### src/rtl/mp3_sample_streamer.sv
// mp3_sample_streamer
// Reads a run of 1024-bit words from an on-chip memory and streams each
// word out as 64 consecutive 16-bit PCM samples over a valid/ready interface.
// Sample 0 of a word is bits [15:0], sample 63 is bits [1023:1008].
//
// Ports
//   clk            : sole clock, all state on rising edge
//   reset_n        : asynchronous active-low reset
//   start          : single-cycle request to begin a pass (honoured in IDLE only)
//   abort          : synchronous stop request, returns to IDLE without done
//   busy           : high in any state other than IDLE
//   done           : one-cycle pulse when a non-looping pass completes
//   mem_address    : word address to the memory slave
//   mem_chipselect : memory select (read only), high only during FETCH
//   mem_clken      : memory clock enable, high only during FETCH
//   mem_readdata   : memory read word, valid one cycle after the address
//   sample_data    : current PCM sample
//   sample_valid   : sample_data valid
//   sample_ready   : downstream accepts the sample
//   sample_last    : final sample of a non-looping pass
module mp3_sample_streamer #(
    parameter int START_ADDR = 0,
    parameter int NUM_WORDS  = 500,
    parameter int LOOP       = 0
) (
    input  logic          clk,
    input  logic          reset_n,
    input  logic          start,
    input  logic          abort,
    output logic          busy,
    output logic          done,
    output logic [8:0]    mem_address,
    output logic          mem_chipselect,
    output logic          mem_clken,
    input  logic [1023:0] mem_readdata,
    output logic [15:0]   sample_data,
    output logic          sample_valid,
    input  logic          sample_ready,
    output logic          sample_last
);

    localparam logic [8:0] START_PTR = 9'(START_ADDR);
    localparam logic [8:0] LAST_PTR  = 9'(START_ADDR + NUM_WORDS - 1);
    localparam bit         NO_LOOP   = (LOOP == 0);

    // The word range must fit inside the 9-bit address space.
    if (NUM_WORDS < 1 || NUM_WORDS > 512 || START_ADDR < 0 ||
        START_ADDR + NUM_WORDS - 1 > 511) begin : g_paramCheck
        $error("mp3_sample_streamer: START_ADDR/NUM_WORDS exceed the 512-word memory");
    end

    typedef enum logic [2:0] {
        S_IDLE,
        S_FETCH,
        S_CAPTURE,
        S_STREAM,
        S_DONE
    } state_t;

    state_t          r_state;
    logic [8:0]      r_wordPtr;
    logic [5:0]      r_idx;
    logic [1023:0]   r_buffer;

    logic            w_lastWord;
    logic [5:0]      w_nextIdx;

    assign w_lastWord = (r_wordPtr == LAST_PTR);
    assign w_nextIdx  = r_idx + 6'd1;

    // All outputs are registered and updated together with the state, so
    // each branch below sets the values the outputs must show in the next
    // state. In STREAM sample_valid is always high, so sample_ready alone
    // marks a transfer.
    always_ff @(posedge clk or negedge reset_n) begin
        if (!reset_n) begin
            r_state        <= S_IDLE;
            r_wordPtr      <= '0;
            r_idx          <= '0;
            r_buffer       <= '0;
            busy           <= 1'b0;
            done           <= 1'b0;
            mem_address    <= '0;
            mem_chipselect <= 1'b0;
            mem_clken      <= 1'b0;
            sample_data    <= '0;
            sample_valid   <= 1'b0;
            sample_last    <= 1'b0;
        end else if (r_state != S_IDLE && abort) begin
            // Abort wins over any transfer in the same cycle.
            r_state        <= S_IDLE;
            busy           <= 1'b0;
            done           <= 1'b0;
            mem_chipselect <= 1'b0;
            mem_clken      <= 1'b0;
            sample_valid   <= 1'b0;
            sample_last    <= 1'b0;
        end else begin
            case (r_state)
                S_IDLE: begin
                    if (start && !abort) begin
                        r_wordPtr      <= START_PTR;
                        mem_address    <= START_PTR;
                        mem_chipselect <= 1'b1;
                        mem_clken      <= 1'b1;
                        busy           <= 1'b1;
                        r_state        <= S_FETCH;
                    end
                end
                S_FETCH: begin
                    mem_chipselect <= 1'b0;
                    mem_clken      <= 1'b0;
                    r_state        <= S_CAPTURE;
                end
                S_CAPTURE: begin
                    r_buffer     <= mem_readdata;
                    r_idx        <= '0;
                    sample_data  <= mem_readdata[15:0];
                    sample_valid <= 1'b1;
                    sample_last  <= 1'b0;
                    r_state      <= S_STREAM;
                end
                S_STREAM: begin
                    if (sample_ready) begin
                        if (r_idx != 6'd63) begin
                            r_idx       <= w_nextIdx;
                            sample_data <= r_buffer[{w_nextIdx, 4'b0000} +: 16];
                            sample_last <= (w_nextIdx == 6'd63) && w_lastWord && NO_LOOP;
                        end else begin
                            sample_valid <= 1'b0;
                            sample_last  <= 1'b0;
                            if (!w_lastWord) begin
                                r_wordPtr      <= r_wordPtr + 9'd1;
                                mem_address    <= r_wordPtr + 9'd1;
                                mem_chipselect <= 1'b1;
                                mem_clken      <= 1'b1;
                                r_state        <= S_FETCH;
                            end else if (!NO_LOOP) begin
                                r_wordPtr      <= START_PTR;
                                mem_address    <= START_PTR;
                                mem_chipselect <= 1'b1;
                                mem_clken      <= 1'b1;
                                r_state        <= S_FETCH;
                            end else begin
                                done    <= 1'b1;
                                r_state <= S_DONE;
                            end
                        end
                    end
                end
                S_DONE: begin
                    done    <= 1'b0;
                    busy    <= 1'b0;
                    r_state <= S_IDLE;
                end
                default: begin
                    r_state <= S_IDLE;
                end
            endcase
        end
    end

endmodule

### config.mk
export PLATFORM = sky130hd
export DESIGN_NAME = mp3_sample_streamer
export DESIGN_NICKNAME = d
export VERILOG_FILES = /design/src/rtl/mp3_sample_streamer.sv
export SDC_FILE = /design/constraint.sdc
export NUM_CORES = 2
export LEC_CHECK = 0
export CAP_MARGIN = 20
export CORE_MARGIN = 2
export CORE_UTILIZATION = 25
export CTS_CLUSTER_SIZE = 25
export DETAILED_ROUTE_END_ITERATION = 7
export SYNTH_ARGS = -nofsm -noshare
export SYNTH_HDL_FRONTEND = slang
export SYNTH_SLANG_ARGS = --single-unit
### constraint.sdc
create_clock -name clk -period 6.9 [get_ports clk]
set_input_delay 2.07 -clock clk [delete_from_list [all_inputs] [get_ports clk]]
set_output_delay 2.07 -clock clk [all_outputs]
set_load 0.03 [all_outputs]
After elaboration in Yosys (flattened, before gate mapping)
Cells that the tools add are included.
{ "totals": {"elab_cells": 90, "reg_bits": 1063, "latchBits": 0, "rom_bits": 0, "input_bits": 1029, "mem_count": 0, "output_inout_bits": 31, "ramBits": 0} }
{ "classes": {"n_addsub": 2, "n_reduce_logical": 21, "eq_ne": 17, "n_mul": 0, "order_cmp": 0, "n_shift": 1, "bitwise": 1, "n_mux": 38, "n_div": 0} }
{ "op_table": {"columns": ["cell", "count"], "rows": [
  ["$shiftx 1024x11->16", 1],
  ["$mux 9", 4],
  ["$mux 16", 2],
  ["$pmux 16 s2", 1],
  ["$pmux 9 s2", 1],
  ["$mux 1", 16],
  ["$mux 3", 5],
  ["$ne 3x3->1 const B", 5],
  ["$mux 6", 2],
  ["$pmux 3 s4", 1],
  ["$pmux 6 s2", 1],
  ["$reduce_bool 3->1", 4],
  ["$ne 2x2->1 const B", 5],
  ["$add 9x1->9 const B", 1],
  ["$eq 9x9->1 const B", 1],
  ["$pmux 1 s2", 4],
  ["$reduce_and 4->1", 2],
  ["$add 6x1->6 const B", 1],
  ["$eq 3x2->1 const B", 2],
  ["$eq 6x6->1 const B", 1],
  ["$ne 6x6->1 const B", 1],
  ["$reduce_and 2->1", 3],
  ["$reduce_and 3->1", 2],
  ["$reduce_and 6->1", 1],
  ["other kinds (10)", 13]
]} }

Depth between registers and ports, before layout
{ "logic_depth": {"ltp_word": 7, "depth_mapped": 18, "depth_no_buf": 9} }

Least setup slack after synthesis
Ideal clock, no wire load.
{ "synth_timing": {"path_kind": "input port to flip-flop", "startpoint": "input port abort", "endpoint": "register r_buffer[634]", "slack_ns": 3.241, "path_stages": 8, "setup_time_ns": 0.065, "n_path_buf": 5, "arrival_ns": 3.594, "t_required_ns": 6.835, "cell_sequence": "clkbuf_1 > or3_1 > clkbuf_1 > clkbuf_1 > clkbuf_1 > clkbuf_1 > nand2_1 > nand2_1"} }
{ "synth_between": {"elab_chain_cells": 3} }
{ "synth_lines": {"columns": ["item", "line_no", "source"], "rows": [
  ["from (decl)", "29", "input logic abort,"],
  ["$logic_and 1x1->1", "89", "end else if (r_state != S_IDLE && abort) begin"],
  ["$not 1->1 (no source line)", null, null],
  ["$reduce_and 2->1 (no source line)", null, null],
  ["to (signal assigned)", "116", "r_buffer <= mem_readdata;"],
  ["to (decl)", "63", "logic [1023:0] r_buffer;"]
]} }
Every way passes these cells.
A chain may end at the register's enable or synchronous reset.

Final worst setup path
{ "layout_timing": {"startpoint": "register r_idx[0]", "endpoint": "register sample_data[11]"} }
{ "layout_between": {"elab_chain_cells": 5, "word_cells_on_any_way": 8, "classes_between": "add/sub (1); eq/ne (2); shift (1); mux (3); reduce/logical (1)"} }
{ "layout_lines": {"columns": ["item", "line_no", "source"], "rows": [
  ["from (decl)", "62", "logic [5:0] r_idx;"],
  ["from (signal assigned)", "126", "r_idx <= w_nextIdx;"],
  ["$add 6x1->6", "69", "assign w_nextIdx = r_idx + 6'd1;"],
  ["$shiftx 1024x11->16", "127", "sample_data <= r_buffer[{w_nextIdx, 4'b0000} +: 16];"],
  ["$mux 16", "125", "if (r_idx != 6'd63) begin"],
  ["$mux 16", "124", "if (sample_ready) begin"],
  ["$pmux 16 s2", "99", "case (r_state)"],
  ["to (signal assigned)", "118", "sample_data <= mem_readdata[15:0];"],
  ["to (signal assigned)", "127", null],
  ["to (decl)", "36", "output logic [15:0] sample_data,"]
]} }
Parallel ways exist; a longest one is shown, timed or not. The select of a mux whose other input is x is not followed.

==> qor.txt <==
DP Wirelength = 168000 um
Slew HR = 0.242
RSZ-0062 raised after global routing = false
vias in the first global route = 41600
Root Driver = clkbuf_16
leading cell type in the layout, fill and taps excluded = nand2_1
synthesized flop and latch total = 1063
top_reg_cell synth = dfrtp_1
syn_area_per_cell = 9.39 um^2
status = completed
Post-CTS Hold Buffers = 0
critical path launch point type = flop
initial core utilization = 0.252
antenna viol nets, final = 0
Crit Path Class = flop to flop
via count = 40800
EDFF count, synth = 0
final hold vios = 0
largest net degree at the start of global routing = 207
WHS Path Cells = 2
fin crit share = 0.713
reg2reg path depth = 8
Power Density = 435 nW/um^2
CTS Sinks = 1063
total wire length = 221000 um
Longest Clk Path Bufs = 3
CTS Buf Count = 121
core area = 193000 um^2
DP Cell Count = 8488
DRC errors left = 0
cell count after synthesis = 5161
Std-Cell Rows = 161
fmax = 0.203 GHz
Req. time, crit path = 7.51 ns
total leakage power = 0.0313 uW
# setup viols final = 0
Finished Layout Cells = 8758
hold crit path type = flop to flop
fin. max-slew vios = 0
maximum level of the CTS H-tree = 3
Die Y-Extent = 444 um
Fin Setup TNS = 0 ns
CTS tree = yes
number of top-level pins = 1060
Post-Syn Area = 48500 um^2
most frequent cells in the layout = nand2_1 (3199), dfrtp_1 (1062), clkdlybuf4s50_1 (1058)
clock skew = 0.0464 ns
max_cap viols = 0
area grow syn2layout = 36.2%
Port Buffers = 1059
WL/cell = 25.2 um
Worst-Skew Late Latency = 0.80 ns
grt total ovfl = 0
share of layout cells above drive strength 1 = 0.0952
nets = 7118
Via density = 4.66
PostCTS Resize Cnt = 0
register area share after synthesis = 0.549
First-pass DRT Iterations = 8
initial antenna violation count = 86
Power Total = 28700 uW
warnings from Yosys = 0
Async SR Flop Fraction = 1.00
crit end category = flop
peak supply drop = 0.240 mV
Distinct cells, synth = 63
Synth Net Count = 6193
DRT iter0 DRCs = 3425
number of setup buffers added after CTS = 0
GPL Wtd Cong = 0.901
all-layer global routing usage = 0.219
critical path data arrival time = 5.53 ns
Worst Path Max Fanout = 84
slew at the pin with the worst max-slew slack = 1.14 ns
chip width = 444 um
first-pass GRT wire length = 307000 um
clk slew on worst S/H paths = 0.07 ns
Final min period = 4.92 ns
full die area = 197000 um^2
synth_stat cells, types with 6 or more instances:
library cell  number  share of area
nand2_1         3199           0.25
dfrtp_1         1063           0.55
mux4_2           287           0.13
clkbuf_1         226          0.018
buf_2             59         0.0061
nand3_1           33         0.0034
nor2_1            28         0.0022
o21ai_0           26         0.0027
a31oi_1           25         0.0032
buf_4             19         0.0029
a21oi_1           17         0.0018
buf_6             15         0.0035
nand4_1           11         0.0014
o31ai_1           10         0.0015
buf_1              9        0.00070
and3_1             8         0.0010
mux2i_1            8         0.0017
nor3_1             8        0.00083
nor2b_1            6        0.00077
worst max-delay path, cell delays in order, from the launching register on:
cell and delay [ns]:
dfrtp_4 0.43, buf_12 0.58, inv_1 0.19, ha_4 0.72, buf_12 0.42, mux4_2 0.49
mux4_2 0.62, o2111ai_1 0.80, a31oi_1 0.18
layer usage:
metal  up-vias  GRT usage  part of all wire
met1     20500      0.267              0.39
met5         -          0           0.00077
met4        28      0.106             0.049
met2      1411      0.371              0.50
li1      18500          -                 -
met3       350     0.0420             0.059
final timing paths:
kind	start	endpoint	slack, ns
min in group asynchronous	reset_n	r_buffer[362]	1.31
hold / removal	r_buffer[398]	r_buffer[398]	0.47
hold reg to reg	r_buffer[398]	r_buffer[398]	0.47
setup reg to reg	r_idx[0]	sample_data[11]	1.98
setup / recovery	r_idx[0]	sample_data[11]	1.98
max in group asynchronous	reset_n	r_buffer[501]	3.96
per-stage QoR:
step / util / hold slack (ns) / instance area [um^2] / setup WS, ns
3_3_place_gp: 0.320 / 0.451 / 61600 / 1.83
4_1_cts: 0.342 / 0.471 / 65900 / 1.87
2_1_floorplan: - / 0.440 / 48500 / 3.24
6_report: 0.343 / 0.467 / 66000 / 1.98
3_5_place_dp: 0.320 / 0.457 / 61700 / 1.86
5_1_grt: 0.343 / 0.480 / 66000 / 1.83
logic make-up after synthesis:
family                   count (synthesis)  synth area share
XOR/XNOR                                 9           0.00217
buffers and inverters                  334            0.0315
AND/OR/NAND/NOR                       3316             0.261
multiplexers                           300             0.136
flip-flops                            1063             0.549
adder cells (fa/ha/maj)                  3          0.000775
AO/OA/AOI/OAI                          136            0.0193
power breakdown:
group	switching, uW	total (uW)	internal, uW
clock	2830	6800	3970
combinational	6230	10800	4600
sequential	1830	11100	9260
total	10900	28700	17800
cell type report:
cell class	count	area [um^2]
Fill cell	19800	127000
Inverter	5	18.8
Sequential cell	1063	26600
Multi-Input combinational cell	3764	20400
Timing Repair Buffer	1131	11500
Clock buffer	175	3650
Antenna cell	48	120
Tap cell	2526	3160
Clock inverter	46	537
registers in the layout (all words and copies together) (netlist names):
| name | count |
|---|---|
| r_buffer | 1024 |
| done | 1 |
| busy | 1 |
| r_wordPtr | 9 |
| mem_clken | 1 |
| sample_data | 16 |
| sample_last | 1 |
| r_idx | 6 |
| sample_valid | 1 |
| r_state | 3 |
(Power assumes the default switching activity.)
